--- src/rtl/viterbi_bm_sched.sv ---
// viterbi_bm_sched: frame scheduler and branch metric stage for the Viterbi ACS array.
// Ports: clk/rst (sync, active-high); sym_* valid/ready symbol input with frame start
//   qualifier and three 4-bit soft bits; acs_ready backpressure; bm_* registered metric
//   set (8 x 6-bit) with valid/first/last/tail flags; busy; sticky sync_err.
module viterbi_bm_sched #(
  parameter int FRAME_LEN = 64,
  parameter int TAIL_LEN  = 2,
  parameter int CNT_W     = 10
) (
  input  logic        clk,
  input  logic        rst,
  input  logic        sym_valid,
  output logic        sym_ready,
  input  logic        sym_start,
  input  logic [3:0]  yn_in0,
  input  logic [3:0]  yn_in1,
  input  logic [3:0]  yn_in2,
  input  logic        acs_ready,
  output logic        bm_valid,
  output logic        bm_first,
  output logic        bm_last,
  output logic        bm_tail,
  output logic [47:0] bm_out,
  output logic        busy,
  output logic        sync_err
);

  localparam logic [1:0] S_IDLE = 2'd0;
  localparam logic [1:0] S_RUN  = 2'd1;
  localparam logic [1:0] S_TAIL = 2'd2;

  localparam bit HAS_TAIL = (TAIL_LEN > 0);
  localparam logic [CNT_W-1:0] DATA_LAST = CNT_W'(FRAME_LEN - 1);
  localparam logic [CNT_W-1:0] TAIL_LAST =
    CNT_W'((TAIL_LEN > 0) ? TAIL_LEN - 1 : 0);

  logic [1:0]       state_q, state_d;
  logic [CNT_W-1:0] cnt_q, cnt_d;
  logic             bm_valid_q, bm_valid_d;
  logic             bm_first_q, bm_first_d;
  logic             bm_last_q, bm_last_d;
  logic             bm_tail_q, bm_tail_d;
  logic [47:0]      bm_out_q, bm_out_d;
  logic             sync_err_q, sync_err_d;

  logic        adv;
  logic        rdy;
  logic        acc;
  logic        step;
  logic        st_first;
  logic        st_last;
  logic        st_tail;
  logic [5:0]  y0, y1, y2;
  logic [47:0] metrics;

  // Codeword bit i selects +y_i or -y_i; the 24 offset keeps results in 0..48.
  function automatic logic [5:0] metric(
    input logic [2:0] k,
    input logic [5:0] a,
    input logic [5:0] b,
    input logic [5:0] c
  );
    logic [5:0] s;
    s = 6'd24;
    s = k[0] ? s + a : s - a;
    s = k[1] ? s + b : s - b;
    s = k[2] ? s + c : s - c;
    return s;
  endfunction

  always_comb begin
    adv = !bm_valid_q || acs_ready;
    rdy = adv && (state_q != S_TAIL);
    acc = sym_valid && rdy;

    state_d    = state_q;
    cnt_d      = cnt_q;
    sync_err_d = sync_err_q;
    step       = 1'b0;
    st_first   = 1'b0;
    st_last    = 1'b0;
    st_tail    = 1'b0;

    case (state_q)
      S_IDLE: begin
        if (acc) begin
          if (sym_start) begin
            step     = 1'b1;
            st_first = 1'b1;
            cnt_d    = CNT_W'(1);
            state_d  = S_RUN;
          end else begin
            sync_err_d = 1'b1;
          end
        end
      end
      S_RUN: begin
        if (acc) begin
          step = 1'b1;
          if (sym_start) sync_err_d = 1'b1;
          if (cnt_q == DATA_LAST) begin
            cnt_d = '0;
            if (HAS_TAIL) begin
              state_d = S_TAIL;
            end else begin
              st_last = 1'b1;
              state_d = S_IDLE;
            end
          end else begin
            cnt_d = cnt_q + CNT_W'(1);
          end
        end
      end
      S_TAIL: begin
        if (adv) begin
          step    = 1'b1;
          st_tail = 1'b1;
          if (cnt_q == TAIL_LAST) begin
            st_last = 1'b1;
            cnt_d   = '0;
            state_d = S_IDLE;
          end else begin
            cnt_d = cnt_q + CNT_W'(1);
          end
        end
      end
      default: begin
        state_d = S_IDLE;
        cnt_d   = '0;
      end
    endcase

    // Tail steps are erasures: zero soft input.
    if (state_q == S_TAIL) begin
      y0 = '0;
      y1 = '0;
      y2 = '0;
    end else begin
      y0 = {{2{yn_in0[3]}}, yn_in0};
      y1 = {{2{yn_in1[3]}}, yn_in1};
      y2 = {{2{yn_in2[3]}}, yn_in2};
    end

    metrics = '0;
    for (int k = 0; k < 8; k++) begin
      metrics[6*k +: 6] = metric(3'(k), y0, y1, y2);
    end

    bm_valid_d = bm_valid_q;
    bm_first_d = bm_first_q;
    bm_last_d  = bm_last_q;
    bm_tail_d  = bm_tail_q;
    bm_out_d   = bm_out_q;
    if (adv) begin
      bm_valid_d = step;
      if (step) begin
        bm_first_d = st_first;
        bm_last_d  = st_last;
        bm_tail_d  = st_tail;
        bm_out_d   = metrics;
      end
    end
  end

  always_ff @(posedge clk) begin
    if (rst) begin
      state_q    <= S_IDLE;
      cnt_q      <= '0;
      bm_valid_q <= 1'b0;
      bm_first_q <= 1'b0;
      bm_last_q  <= 1'b0;
      bm_tail_q  <= 1'b0;
      bm_out_q   <= '0;
      sync_err_q <= 1'b0;
    end else begin
      state_q    <= state_d;
      cnt_q      <= cnt_d;
      bm_valid_q <= bm_valid_d;
      bm_first_q <= bm_first_d;
      bm_last_q  <= bm_last_d;
      bm_tail_q  <= bm_tail_d;
      bm_out_q   <= bm_out_d;
      sync_err_q <= sync_err_d;
    end
  end

  assign sym_ready = rdy;
  assign bm_valid  = bm_valid_q;
  assign bm_first  = bm_first_q;
  assign bm_last   = bm_last_q;
  assign bm_tail   = bm_tail_q;
  assign bm_out    = bm_out_q;
  assign busy      = (state_q != S_IDLE);
  assign sync_err  = sync_err_q;

endmodule
--- config.mk ---
export PLATFORM = sky130hd
export DESIGN_NAME = viterbi_bm_sched
export DESIGN_NICKNAME = d
export VERILOG_FILES = /design/src/rtl/viterbi_bm_sched.sv
export SDC_FILE = /design/constraint.sdc
export NUM_CORES = 1
export LEC_CHECK = 0
export CELL_PAD_IN_SITES_DETAIL_PLACEMENT = 1
export CELL_PAD_IN_SITES_GLOBAL_PLACEMENT = 1
export CORE_MARGIN = 10
export CORE_UTILIZATION = 41
export DETAILED_ROUTE_END_ITERATION = 16
export GPL_TIMING_DRIVEN = 0
export PLACE_DENSITY = 0.82
export SLEW_MARGIN = 20
export SYNTH_ARGS = -nofsm -noshare
export SYNTH_HDL_FRONTEND = slang
export SYNTH_SLANG_ARGS = --single-unit
--- constraint.sdc ---
create_clock -name clk -period 4.35 [get_ports clk]
set_clock_uncertainty 0.2 [all_clocks]
set_input_delay 0.87 -clock clk [delete_from_list [all_inputs] [get_ports clk]]
set_output_delay 0.87 -clock clk [all_outputs]
set_load 0.02 [all_outputs]
==> out/metrics.cfg <==
[status]
status=finished, final reports clean

[logic_synthesis]
synth_area_leaders=dfxtp_1, ha_1, xnor2_1, a21oi_1, nand2_1
synth_top_area_share=0.259
syn_avg_cell_area_um2=8.15
synth-edff-count=0
yosysMostFrequentCell=nand2_1
synth_commonest_cells=nand2_1, a21oi_1, dfxtp_1
synth_top_area_cell=dfxtp_1
synthArstFlopShare=0
ys_warn_count=0
syn_area_um2=4560
yosys_register_bits=59
synthCells=560
synth_cell_type_count=56
yosysSeqAreaShare=0.259
synth_ff_type=dfxtp_1
syn_nets=646

[clocking]
clockBufferDepth=2
clk_pin_slew_ns=0.06
root_buffer=clkbuf_8
clk_latency_ns=0.36
clock-sinks=59
numCtsBuffers=9
cts_tree=built
htreeDepth=3

[power_and_ir_drop]
ir_drop_uv=131
power_mw=2.29
p_per_area_nw_per_um2=403
p_leak_nw=2.37

[grt]
grt_pass1_vias=4344
grt_max_degree=12
grt-ovfl-total=0
use_met1=0.217
antenna_found_initial=0
track_usage=0.179
gr-usage-met2=0.300
grtUsageMet3=0.0321
busiest_layer=met2
grt_pass1_wl_um=22900

[routing]
vias=4173
dr.pass1.iters=4
routedWlPerCell_um=18.7
routed_wl_um=14700
ant_nets=0
drc=0
via_per_inst=5.30
drtIter0Drc=252

[job]
maxCapViolations=0

[place]
place_area_um2=5450
portBuffers=71
dpl.hpwl_um=11800
pre_cts_ws_ns=-0.892
place_congestion=0.879
dp.cells=771

[timing]
hold_viol=0
max_slew_margin=0.558
tightest_slew_ns=0.664
setup-tns-final_ns=0
setup_ws_ns=0.189
final_max_slew_viol_count=0
post-route-min-period_ns=4.16
fmax_ghz=0.240
setup_viol=0
holdWs_ns=0.251
period_share=0.957

[hold_path]
hp-class=reg2reg
holdPathStages=2

[die]
pin_count=72
die_width_um=126
die_h_um=126
die_area_um2=15800
rows=38
start_util=0.419
fp.coreArea_um2=10900

[worst_setup_path]
cpLargestDelayFamily=compound AO/OA/AOI/OAI gates
crit_buf_inv=2
crit_type=in2reg
slowest_stage=clkdlybuf4s50_1
crit_required_ns=4.39
cp_num_cells=16
reg2reg_depth=16
max_stage_delay_ns=0.46
worstPathCellList=clkdlybuf4s50_1 > nand2_1 > inv_1 > nor3_1 > xnor2_1 > ha_2 > o21a_1 > o31ai_2 > a21boi_4 > ha_2 > o21ai_1 > a21oi_2 > o21ai_2 > nor3b_1 > mux2_4 > a31o_1
worst-endpoint-arrival_ns=4.20
crit_path_start_kind=input port
cp-end-kind=flip-flop
critPathMostFrequentCell=ha_2
crit_fanout=6

[cells_and_area]
antenna_cells=0
final_cells=788
drive_above_1_share=0.100
nets=729
finalInstanceArea_um2=5700
post-route-util=0.524
fillers=1361
syn2layout_area_growth_pct=24.9

==> worst paths after layout <==
| kind | startpoint | end | slack [ns] |
|---|---|---|---|
| hold reg to reg | bm_out[22]$_SDFFE_PP0P_ | bm_out[22]$_SDFFE_PP0P_ | 0.25 |
| hold / removal | bm_out[22]$_SDFFE_PP0P_ | bm_out[22]$_SDFFE_PP0P_ | 0.25 |
| setup / recovery | yn_in0[2] | bm_out[5]$_SDFFE_PP0P_ | 0.19 |
| setup reg to reg | state_q[0]$_SDFFE_PP0P_ | bm_out[29]$_SDFFE_PP0P_ | 0.24 |
==> cells by family (layout without fill, tap and decap cells) <==
logic type | after synthesis | after routing | synth area share
xor gates and xnor gates | 48 | 48 | 0.0954
and+or+nand+nor | 184 | 184 | 0.190
buffers and inverters | 70 | 158 | 0.0683
muxes | 1 | 1 | 0.00329
DFF | 59 | 59 | 0.259
adders and majority gates | 69 | 69 | 0.207
AOI/OAI and AO/OA | 129 | 129 | 0.177
==> where the power goes <==
group	leakage [nW]	internal (mW)	switching [mW]
Sequential	0.483	0.604	0.0384
Combinational	1.79	0.506	0.681
Clock	0.0884	0.236	0.229
==> layout by cell type (no fill, tap or decap), drive strengths merged, types with 2 or more instances in the layout <==
| cell type | synthesis | final |
|---|---|---|
| clkdlybuf4s50 | 0 | 70 |
| nand2 | 65 | 65 |
| a21oi | 60 | 60 |
| dfxtp | 59 | 59 |
| ha | 58 | 58 |
| nor2 | 57 | 57 |
| inv | 42 | 42 |
| xnor2 | 38 | 38 |
| buf | 20 | 21 |
| o21ai | 20 | 20 |
| clkbuf | 8 | 20 |
| a211oi | 13 | 13 |
| fa | 11 | 11 |
| nor3 | 11 | 11 |
| xor2 | 10 | 10 |
| a21o | 9 | 9 |
| nor2b | 8 | 8 |
| nand3 | 7 | 7 |
| or3 | 7 | 7 |
| nand4 | 6 | 6 |
| and2 | 5 | 5 |
| nand2b | 5 | 5 |
| o31ai | 5 | 5 |
| a311oi | 4 | 4 |
| o211ai | 3 | 3 |
| or3b | 2 | 2 |
| o311a | 2 | 2 |
| or2 | 2 | 2 |
| nor4 | 2 | 2 |
| and3 | 2 | 2 |
| o21bai | 2 | 2 |
| clkinvlp | 0 | 2 |
| clkinv | 0 | 2 |
| nor3b | 2 | 2 |
==> timing repair <==
| action | in CTS | in global routing |
|---|---|---|
| buffers inserted | 0 | 1 |
| gates resized for setup | 10 | 12 |
| hold endpoints to repair | 0 | 0 |
| pin swaps | 0 | 1 |
| endpoints found under the setup margin | 8 | 5 |
| hold buffers | 0 | 0 |
==> per-layer routing <==
metal  wire length (µm)  part of all wire
met1               6600              0.45
met2               7030              0.48
met3                810             0.055
met4                281             0.019
met5                  0                 0
==> registers in the layout (all words and copies together), names as in the netlist <==
name and flops:
state_q 2, bm_first 1, bm_valid 1, bm_tail 1, sync_err 1, cnt_q 10
bm_out 42, bm_last 1
==> worst min-delay path, stage by stage (launching register included) <==
cell and delay, ns:
dfxtp_1 0.31, nand2_1 0.05, a21oi_1 0.05
==> final cells by class <==
class,count,area (µm²),share of cell area
multi-input combinational,431,3130,0.549
tap,140,175,0.0307
buffer,28,158,0.0277
timing repair buffer,72,721,0.126
clock inverter,4,25.0,0.00439
clock buffer,12,155,0.0272
inverter,42,158,0.0277
sequential,59,1180,0.207
Note: power is estimated with default switching activity, not from simulation.
